## src/rtl/cmd_rx_pkg.sv

```systemverilog
// Shared types and widths for the command receiver slice.
package cmd_rx_pkg;

   localparam int unsigned CMD_W    = 16;
   localparam int unsigned BYTE_W   = 8;
   // UART bit period in clk cycles
   localparam int unsigned BAUD_CYC = 16;

   typedef enum logic {RX_HIGH, RX_LOW} rx_state_t;
   typedef enum logic {TX_IDLE, TX_SEND} tx_state_t;

endpackage

```

## src/rtl/cmd_rx_wrapper_uart.sv

```systemverilog
// 8N1 UART transceiver: level rdy cleared by clr_rdy, one-clk tx_done at end of stop bit.
module cmd_rx_wrapper_uart
   import cmd_rx_pkg::*;
#(
   parameter int unsigned BAUD = BAUD_CYC
) (
   input  logic              clk,
   input  logic              rst_n,
   input  logic              trmt,
   input  logic [BYTE_W-1:0] tx_data,
   output logic              tx_done,
   output logic              TX,
   input  logic              RX,
   output logic              rdy,
   output logic [BYTE_W-1:0] rx_data,
   input  logic              clr_rdy
);

   localparam int unsigned CNT_W = $clog2(BAUD);

   logic             rx_ff1, rx_s;
   logic             rx_act;
   logic [CNT_W-1:0] rx_bcnt;
   logic [3:0]       rx_bits;
   logic             tx_act;
   logic [CNT_W-1:0] tx_bcnt;
   logic [3:0]       tx_bits;
   logic [9:0]       tx_shift;

   // Receiver: sync RX, sample each bit at its middle
   always_ff @(posedge clk or negedge rst_n) begin
      if (!rst_n) begin
         rx_ff1  <= 1'b1;
         rx_s    <= 1'b1;
         rx_act  <= 1'b0;
         rx_bcnt <= '0;
         rx_bits <= '0;
         rx_data <= '0;
         rdy     <= 1'b0;
      end else begin
         rx_ff1 <= RX;
         rx_s   <= rx_ff1;
         if (clr_rdy)
            rdy <= 1'b0;
         if (!rx_act) begin
            if (!rx_s) begin
               rx_act  <= 1'b1;
               rx_bcnt <= CNT_W'(BAUD / 2 - 1);
               rx_bits <= '0;
            end
         end else if (rx_bcnt != '0) begin
            rx_bcnt <= rx_bcnt - CNT_W'(1);
         end else begin
            rx_bcnt <= CNT_W'(BAUD - 1);
            rx_bits <= rx_bits + 4'd1;
            if (rx_bits == 4'd0) begin
               if (rx_s)
                  rx_act <= 1'b0;
            end else if (rx_bits == 4'd9) begin
               rx_act <= 1'b0;
               rdy    <= 1'b1;
            end else begin
               rx_data <= {rx_s, rx_data[BYTE_W-1:1]};
            end
         end
      end
   end

   // Transmitter: start, 8 data LSB first, stop; idle line held by all-ones shifter
   always_ff @(posedge clk or negedge rst_n) begin
      if (!rst_n) begin
         tx_act   <= 1'b0;
         tx_bcnt  <= '0;
         tx_bits  <= '0;
         tx_shift <= '1;
         tx_done  <= 1'b0;
      end else begin
         tx_done <= 1'b0;
         if (!tx_act) begin
            if (trmt) begin
               tx_act   <= 1'b1;
               tx_shift <= {1'b1, tx_data, 1'b0};
               tx_bcnt  <= CNT_W'(BAUD - 1);
               tx_bits  <= '0;
            end
         end else if (tx_bcnt != '0) begin
            tx_bcnt <= tx_bcnt - CNT_W'(1);
         end else begin
            tx_bcnt  <= CNT_W'(BAUD - 1);
            tx_shift <= {1'b1, tx_shift[9:1]};
            if (tx_bits == 4'd9) begin
               tx_act  <= 1'b0;
               tx_done <= 1'b1;
            end else begin
               tx_bits <= tx_bits + 4'd1;
            end
         end
      end
   end

   assign TX = tx_shift[0];

endmodule

```

## src/rtl/cmd_rx_wrapper.sv

```systemverilog
// Slave command receiver: assembles two UART bytes into a 16-bit command, sends 1-byte responses.
// Optional inter-byte timeout enabled by defining CMD_RX_TIMEOUT_EN.
module cmd_rx_wrapper
   import cmd_rx_pkg::*;
#(
   parameter int unsigned TO_CYC = 100000,
   parameter int unsigned TO_W   = 17
) (
   input  logic              clk,
   input  logic              rst_n,
   input  logic              RX,
   output logic              TX,
   output logic [CMD_W-1:0]  cmd,
   output logic              cmd_rdy,
   input  logic              clr_cmd_rdy,
   input  logic [BYTE_W-1:0] resp,
   input  logic              snd_resp,
   output logic              tx_busy,
   output logic              resp_sent,
   output logic              frm_err
);

   if ((64'd1 << TO_W) <= 64'(TO_CYC)) begin : g_bad_to_w
      $error("TO_W too narrow for TO_CYC");
   end

   rx_state_t         rx_state, rx_nxt;
   tx_state_t         tx_state, tx_nxt;
   logic              byte_rdy, clr_rdy_c;
   logic [BYTE_W-1:0] rx_byte, high_byte, resp_q;
   logic              trmt, tx_done;
   logic              ld_high_c, ld_cmd_c, to_exp_c;
   logic              tx_start_c, tx_end_c;

   cmd_rx_wrapper_uart #(.BAUD(BAUD_CYC)) u_uart (
      .clk     (clk),
      .rst_n   (rst_n),
      .trmt    (trmt),
      .tx_data (resp_q),
      .tx_done (tx_done),
      .TX      (TX),
      .RX      (RX),
      .rdy     (byte_rdy),
      .rx_data (rx_byte),
      .clr_rdy (clr_rdy_c)
   );

`ifdef CMD_RX_TIMEOUT_EN
   logic [TO_W-1:0] to_cnt;

   // Byte arrival in the expiry cycle wins over the timeout
   assign to_exp_c = (rx_state == RX_LOW) && !byte_rdy && (to_cnt == TO_W'(TO_CYC - 1));

   always_ff @(posedge clk or negedge rst_n) begin
      if (!rst_n)
         to_cnt <= '0;
      else if ((rx_state != RX_LOW) || byte_rdy || to_exp_c)
         to_cnt <= '0;
      else
         to_cnt <= to_cnt + TO_W'(1);
   end
`else
   assign to_exp_c = 1'b0;
`endif

   always_ff @(posedge clk or negedge rst_n) begin
      if (!rst_n) rx_state <= RX_HIGH;
      else        rx_state <= rx_nxt;
   end

   always_comb begin
      rx_nxt = rx_state;
      case (rx_state)
         RX_HIGH: if (byte_rdy)             rx_nxt = RX_LOW;
         RX_LOW : if (byte_rdy || to_exp_c) rx_nxt = RX_HIGH;
         default:                           rx_nxt = RX_HIGH;
      endcase
   end

   always_comb begin
      clr_rdy_c = byte_rdy;
      ld_high_c = 1'b0;
      ld_cmd_c  = 1'b0;
      case (rx_state)
         RX_HIGH: ld_high_c = byte_rdy;
         RX_LOW : ld_cmd_c  = byte_rdy;
         default: ;
      endcase
   end

   // Command datapath: completion sets cmd_rdy and beats a same-cycle acknowledge
   always_ff @(posedge clk or negedge rst_n) begin
      if (!rst_n) begin
         high_byte <= '0;
         cmd       <= '0;
         cmd_rdy   <= 1'b0;
         frm_err   <= 1'b0;
      end else begin
         frm_err <= to_exp_c;
         if (ld_high_c)
            high_byte <= rx_byte;
         else if (to_exp_c)
            high_byte <= '0;
         if (ld_cmd_c)
            cmd <= {high_byte, rx_byte};
         if (ld_cmd_c)
            cmd_rdy <= 1'b1;
         else if (ld_high_c || clr_cmd_rdy)
            cmd_rdy <= 1'b0;
      end
   end

   always_ff @(posedge clk or negedge rst_n) begin
      if (!rst_n) tx_state <= TX_IDLE;
      else        tx_state <= tx_nxt;
   end

   always_comb begin
      tx_nxt = tx_state;
      case (tx_state)
         TX_IDLE: if (snd_resp) tx_nxt = TX_SEND;
         TX_SEND: if (tx_done)  tx_nxt = TX_IDLE;
         default:               tx_nxt = TX_IDLE;
      endcase
   end

   always_comb begin
      tx_start_c = 1'b0;
      tx_end_c   = 1'b0;
      case (tx_state)
         TX_IDLE: tx_start_c = snd_resp;
         TX_SEND: tx_end_c   = tx_done;
         default: ;
      endcase
   end

   // Response datapath: strobes while busy are dropped, latched byte untouched
   always_ff @(posedge clk or negedge rst_n) begin
      if (!rst_n) begin
         resp_q    <= '0;
         trmt      <= 1'b0;
         tx_busy   <= 1'b0;
         resp_sent <= 1'b0;
      end else begin
         trmt      <= tx_start_c;
         resp_sent <= tx_end_c;
         if (tx_start_c) begin
            resp_q  <= resp;
            tx_busy <= 1'b1;
         end else if (tx_end_c) begin
            tx_busy <= 1'b0;
         end
      end
   end

endmodule

```

## config.mk

```make
export PLATFORM = sky130hd
export DESIGN_NAME = cmd_rx_wrapper
export DESIGN_NICKNAME = d
export VERILOG_FILES = /design/src/rtl/cmd_rx_pkg.sv /design/src/rtl/cmd_rx_wrapper_uart.sv /design/src/rtl/cmd_rx_wrapper.sv
export SDC_FILE = /design/constraint.sdc
export NUM_CORES = 1
export LEC_CHECK = 0
export BUFFER_PORTS_ARGS = -buffer_cell sky130_fd_sc_hd__clkbuf_2
export CORE_MARGIN = 2
export CORE_UTILIZATION = 55
export CTS_CLUSTER_DIAMETER = 120
export DETAILED_ROUTE_END_ITERATION = 6
export PLACE_DENSITY = 0.75
export SYNTH_ARGS = -nofsm -noshare
export SYNTH_HDL_FRONTEND = slang
export SYNTH_SLANG_ARGS = --single-unit
```

## constraint.sdc

```tcl
create_clock -name clk -period 2.3 [get_ports clk]
set_input_delay 0.345 -clock clk [delete_from_list [all_inputs] [get_ports clk]]
set_output_delay 0.345 -clock clk [all_outputs]
set_load 0.005 [all_outputs]
```

After elaboration in Yosys (flattened, before gate mapping)
Index checks and enable logic that the tools add are counted.
W data, S select, Z words.
{ "totals": {"ff_bits": 78, "in_bits": 13, "output_inout_bits": 21, "word_cells": 93} }
{ "classes": {"add_sub_neg": 4, "eq_ne": 6, "n_mux": 46, "n_bitwise": 5, "n_reduce_logical": 11} }
{ "op_table": {"columns": ["cell", "count"], "rows": [
  ["$mux W4", 13],
  ["$mux W10", 3],
  ["$mux W1", 28],
  ["$add A4 B1 Y4 const B", 2],
  ["$eq A4 B4 Y1 const B", 2],
  ["$ne A2 B2 Y1 const B", 4],
  ["$reduce_bool A4 Y1", 2],
  ["$sub A4 B1 Y4 const B", 2],
  ["$reduce_bool A2 Y1", 3],
  ["$not A1 Y1", 5],
  ["$logic_not A4 Y1", 1],
  ["$pmux W1 S2", 2],
  ["$reduce_and A2 Y1", 2],
  ["$reduce_and A4 Y1", 1],
  ["$reduce_and A3 Y1", 1],
  ["$logic_or A1 B1 Y1", 1]
]} }

Logic depth before layout (Yosys ltp)
{ "depth": {"ltp_word": 5, "ltp_mapped": 6, "depth_no_buf": 5} }

Modules after synthesis
From an unflattened synthesis, not the netlist that was laid out.
{ "hier_totals": {"hier_cells": 246, "area_unflattened_um2": 3334.4} }
{ "modules_own_cells": {"columns": ["module", "n_inst", "cells_each", "area_per_inst_um2", "seq_area_each_um2"], "rows": [
  ["cmd_rx_wrapper_uart", 1, 158, 1825.5, 989.7],
  ["cmd_rx_wrapper", 1, 88, 1508.9, 950.9]
]} }

Worst setup path after synthesis
Ideal clock, no wire load.
{ "synth_timing": {"kind": "register to register", "startpoint": "register u_uart.tx_bcnt[0]", "endpoint": "register u_uart.tx_bits[3]", "setup_time_ns": 0.134, "t_arrival_ns": 1.424, "t_required_ns": 2.166, "path_slack_ns": 0.742, "stages_incl_launch_ff": 7, "path_buffers": 1, "synth_period_minus_slack_ns": 1.558, "path_cell_list": "dfrtp_1 > inv_1 > ha_1 > or3b_1 > clkbuf_2 > o311ai_2 > o41ai_1"} }
{ "synth_via": {"elab_chain_cells": 3} }
{ "synth_rtl": {"columns": ["element", "line_no", "source"], "rows": [
  ["from (decl)", "cmd_rx_wrapper_uart.sv:26", "logic [CNT_W-1:0] tx_bcnt;"],
  ["from (signal assigned)", "cmd_rx_wrapper_uart.sv:83", "tx_bcnt <= CNT_W'(BAUD - 1);"],
  ["from (signal assigned)", "cmd_rx_wrapper_uart.sv:87", "tx_bcnt <= tx_bcnt - CNT_W'(1);"],
  ["from (signal assigned)", "cmd_rx_wrapper_uart.sv:89", "tx_bcnt <= CNT_W'(BAUD - 1);"],
  ["$reduce_bool A4 Y1", "cmd_rx_wrapper_uart.sv:86", "end else if (tx_bcnt != '0) begin"],
  ["$ne A2 B2 Y1 (no source line)", null, null],
  ["$reduce_and A3 Y1 (no source line)", null, null],
  ["to (signal assigned)", "cmd_rx_wrapper_uart.sv:95", "tx_bits <= tx_bits + 4'd1;"],
  ["to (decl)", "cmd_rx_wrapper_uart.sv:27", "logic [3:0] tx_bits;"]
]} }
No other way between the ends.
A chain may end at the register's enable or synchronous reset.

Final worst setup path
{ "layout_timing": {"startpoint": "register u_uart.tx_act", "endpoint": "register u_uart.tx_shift[6]"} }
{ "layout_via": {"elab_chain_cells": 2, "word_cells_on_any_way": 4, "cone_classes": "eq/ne: 1; mux: 1; reduce/logical: 2"} }
{ "layout_rtl": {"columns": ["element", "line_no", "source"], "rows": [
  ["from (decl)", "cmd_rx_wrapper_uart.sv:25", "logic tx_act;"],
  ["from (signal assigned)", "cmd_rx_wrapper_uart.sv:72", "tx_act <= 1'b0;"],
  ["from (signal assigned)", "cmd_rx_wrapper_uart.sv:81", "tx_act <= 1'b1;"],
  ["from (signal assigned)", "cmd_rx_wrapper_uart.sv:92", "tx_act <= 1'b0;"],
  ["$ne A2 B2 Y1 (no source line) or $reduce_bool A2 Y1 (tied branches)", null, null],
  ["$reduce_and A2 Y1 (no source line)", null, null],
  ["to (signal assigned)", "cmd_rx_wrapper_uart.sv:82", "tx_shift <= {1'b1, tx_data, 1'b0};"],
  ["to (signal assigned)", "cmd_rx_wrapper_uart.sv:90", "tx_shift <= {1'b1, tx_shift[9:1]};"],
  ["to (decl)", "cmd_rx_wrapper_uart.sv:28", "logic [9:0] tx_shift;"]
]} }
Several ways; a longest one is shown, not always the timed one.

==> run summary <==
vias per cell - 5.29
largest fanout on the critical path - 20
Leakage - 0.00178 µW
Worst EP arrival - 1.98 ns
CTS tree - done
final setup vio count - 0
CTS max path bufs - 2
drt drc - 0
drt first pass iters - 4
Congestion Overflow GR - 0
Hold Fails Final Rpt - 0
CTS Sinks - 77
syn nets - 262
total setup buffers inserted after CTS - 0
Root Buffer Master - clkbuf_8
post-synthesis cell count - 240
CTS Buf Count - 9
IO buf count - 32
relative slew slack - 0.484
crit-path leading delay family - simple AND/OR/NAND/NOR gates
global-route wire length before repair - 8760 µm
Die Y - 81.3 µm
Final Max Slew Viols - 0
vias in the first global route - 1828
post-synthesis cell area - 3280 µm²
worst-path cell chain - and4bb_2 -> nor2_4 -> mux2_2
WS Path Type - reg -> reg
WL/cell - 14.8 µm
Clock transition at path regs - 0.07 ns
Seq/Total Area, Yosys - 0.591
# Max-Cap Violations - 0
Pwr Density - 958 nW/µm²
outcome - finished clean
setup_tns - 0 ns
CTS Hold Bufs - 1
Resized Gates After CTS - 0
utilization after layout - 0.632
post-synth top area share - 0.503
slowest CP cell - dfrtp_1
Synth Area per Inst - 13.7 µm²
CP required - 2.57 ns
DRT Wirelength - 5260 µm
Ports - 34
post-synth top area cell - dfrtp_1
RSZ-0062 raised after global routing - no
RD Place Congestion - 0.769
maximum vdd drop - 576 µV
initial antenna violation count - 0
Worst Max-Slew Pin Slew - 0.774 ns
Netlist cell types - 42
WP buf/inv - 0
row cnt - 28
largest cells by area after synthesis - dfrtp_1 50%, mux2_2 19%, dfstp_2 8.8%
post-layout minimum cycle time - 1.71 ns
Hold/Removal Path Class - in -> reg
global-route usage over all layers - 0.179
Detail Route Antenna Nets - 0
Post-Route Skew - 0.00994 ns
Synth Register Bits - 77
Starting Density - 0.561
Die ar. - 6610 µm²
share of layout cells above drive strength 1 - 0.434
routed via count - 1884
Layout Nets - 298
top_reg_cell synth - dfrtp_1
Final HPWL DP - 3590 µm
crit end category - register
crit-path max cell delay - 0.62 ns
Worst setup SP type - register
fmax - 586 MHz
core area - 5850 µm²
H-Tree Depth - 3
FILL cells - 441
Area growth, synth to finish - 12.6%
EDFF count, synth - 0
ANT cells - 0
clk_lat worst skew - 0.34 ns
Final Cycle Share - 0.742
Ys Warns - 0
post-synthesis async set-or-reset flop share - 1.00
largest net degree at the start of global routing - 46
Detailed Route Iter0 Violations - 80
die width - 81.3 µm
-- through the flow --
step                      instances  total power (µW)  hold WS [ns]  cell area [µm²]  setup WS (ns)
after floorplan                 240              2460        0.0494             3280          0.742
after global placement          339              2620         0.313             3510          0.631
after detailed placement        339              2660         0.319             3510          0.583
after CTS                       356              3590        0.0740             3700          0.579
after global routing            356              3780        0.0583             3700          0.463
final                           356              3540        0.0876             3700          0.593
-- cell type report --
class,count,area [µm²],share of cell area
clock inverters,4,22.5,0.00609
clock buffers,12,155,0.0419
well taps,75,93.8,0.0254
repair buffers,35,200,0.0541
inverters,12,45.0,0.0122
flip-flops and latches,77,1940,0.525
multi-input cells,141,1240,0.336
-- cell usage in the layout, fill, tap and decap left out, types with 3 or more instances in the layout --
cell | Yosys | routed
dfrtp_1 | 66 | 66
nor2_1 | 11 | 11
dfstp_2 | 11 | 11
nand3_1 | 3 | 3
nand2b_1 | 3 | 3
clkbuf_2 | 1 | 31
clkbuf_8 | 0 | 11
ha_1 | 9 | 9
nor3_1 | 7 | 7
a21oi_1 | 3 | 3
o21ai_0 | 8 | 8
clkinv_2 | 0 | 3
nand2_1 | 5 | 5
mux2_2 | 55 | 55
mux2i_1 | 4 | 4
inv_1 | 12 | 12
-- final timing paths --
path / start / end / slack, ns / cells after the start
worst max-delay path: u_uart.tx_act / u_uart.tx_shift[6] / 0.59 / 3
worst min-delay path: RX / u_uart.rx_ff1 / 0.09 / 1
worst max register to register: u_uart.tx_act / u_uart.tx_shift[6] / 0.59 / 3
worst min register to register: u_uart.rx_ff1 / u_uart.rx_s / 0.36 / 0
max in group asynchronous: rst_n / u_uart.tx_shift[3] / 1.18 / 3
min in group asynchronous: rst_n / cmd[0] / 0.48 / 2
-- layer usage --
metal | part of all wire | wire length (µm) | up-vias | track usage
met5 | 0 | 0 | - | 0
met4 | 0.018 | 97 | 0 | 0.0763
met3 | 0.027 | 142 | 10 | 0.0533
met2 | 0.46 | 2410 | 30 | 0.252
met1 | 0.49 | 2600 | 928 | 0.258
li1 | - | - | 916 | -
-- sequential cells by signal, indices dropped and copies added, names as in the netlist --
name	flops
u_uart.tx_act	1
tx_busy	1
cmd	16
resp_q	8
tx_state	1
resp_sent	1
u_uart.tx_done	1
u_uart.tx_shift	9
u_uart.tx_bits	4
u_uart.tx_bcnt	4
trmt	1
rx_state	1
u_uart.rx_bcnt	4
cmd_rdy	1
high_byte	8
u_uart.rx_act	1
u_uart.rx_s	1
u_uart.rx_bits	4
u_uart.rx_data	8
u_uart.rdy	1
u_uart.rx_ff1	1
-- kinds of logic after synthesis --
group           synth area share
flops                      0.591
mux                        0.201
simple gates              0.0735
compound gates            0.0602
buf+inv                   0.0312
fa+ha+maj                 0.0343
xor+xnor                 0.00800
other cells              0.00114
-- cell usage after synthesis (all sizes together), types with 4 or more instances --
cell type / instances
dfrtp: 66
mux2: 55
inv: 12
nor2: 12
dfstp: 11
o21ai: 10
ha: 9
nor3: 7
buf: 6
nand2: 5
clkbuf: 4
mux2i: 4
-- power breakdown --
| part | switching [µW] | internal (µW) | total [µW] |
|---|---|---|---|
| clock | 467 | 446 | 913 |
| combinational | 306 | 408 | 714 |
| sequential | 237 | 1680 | 1920 |
Note: power is estimated with default switching activity, not from simulation.
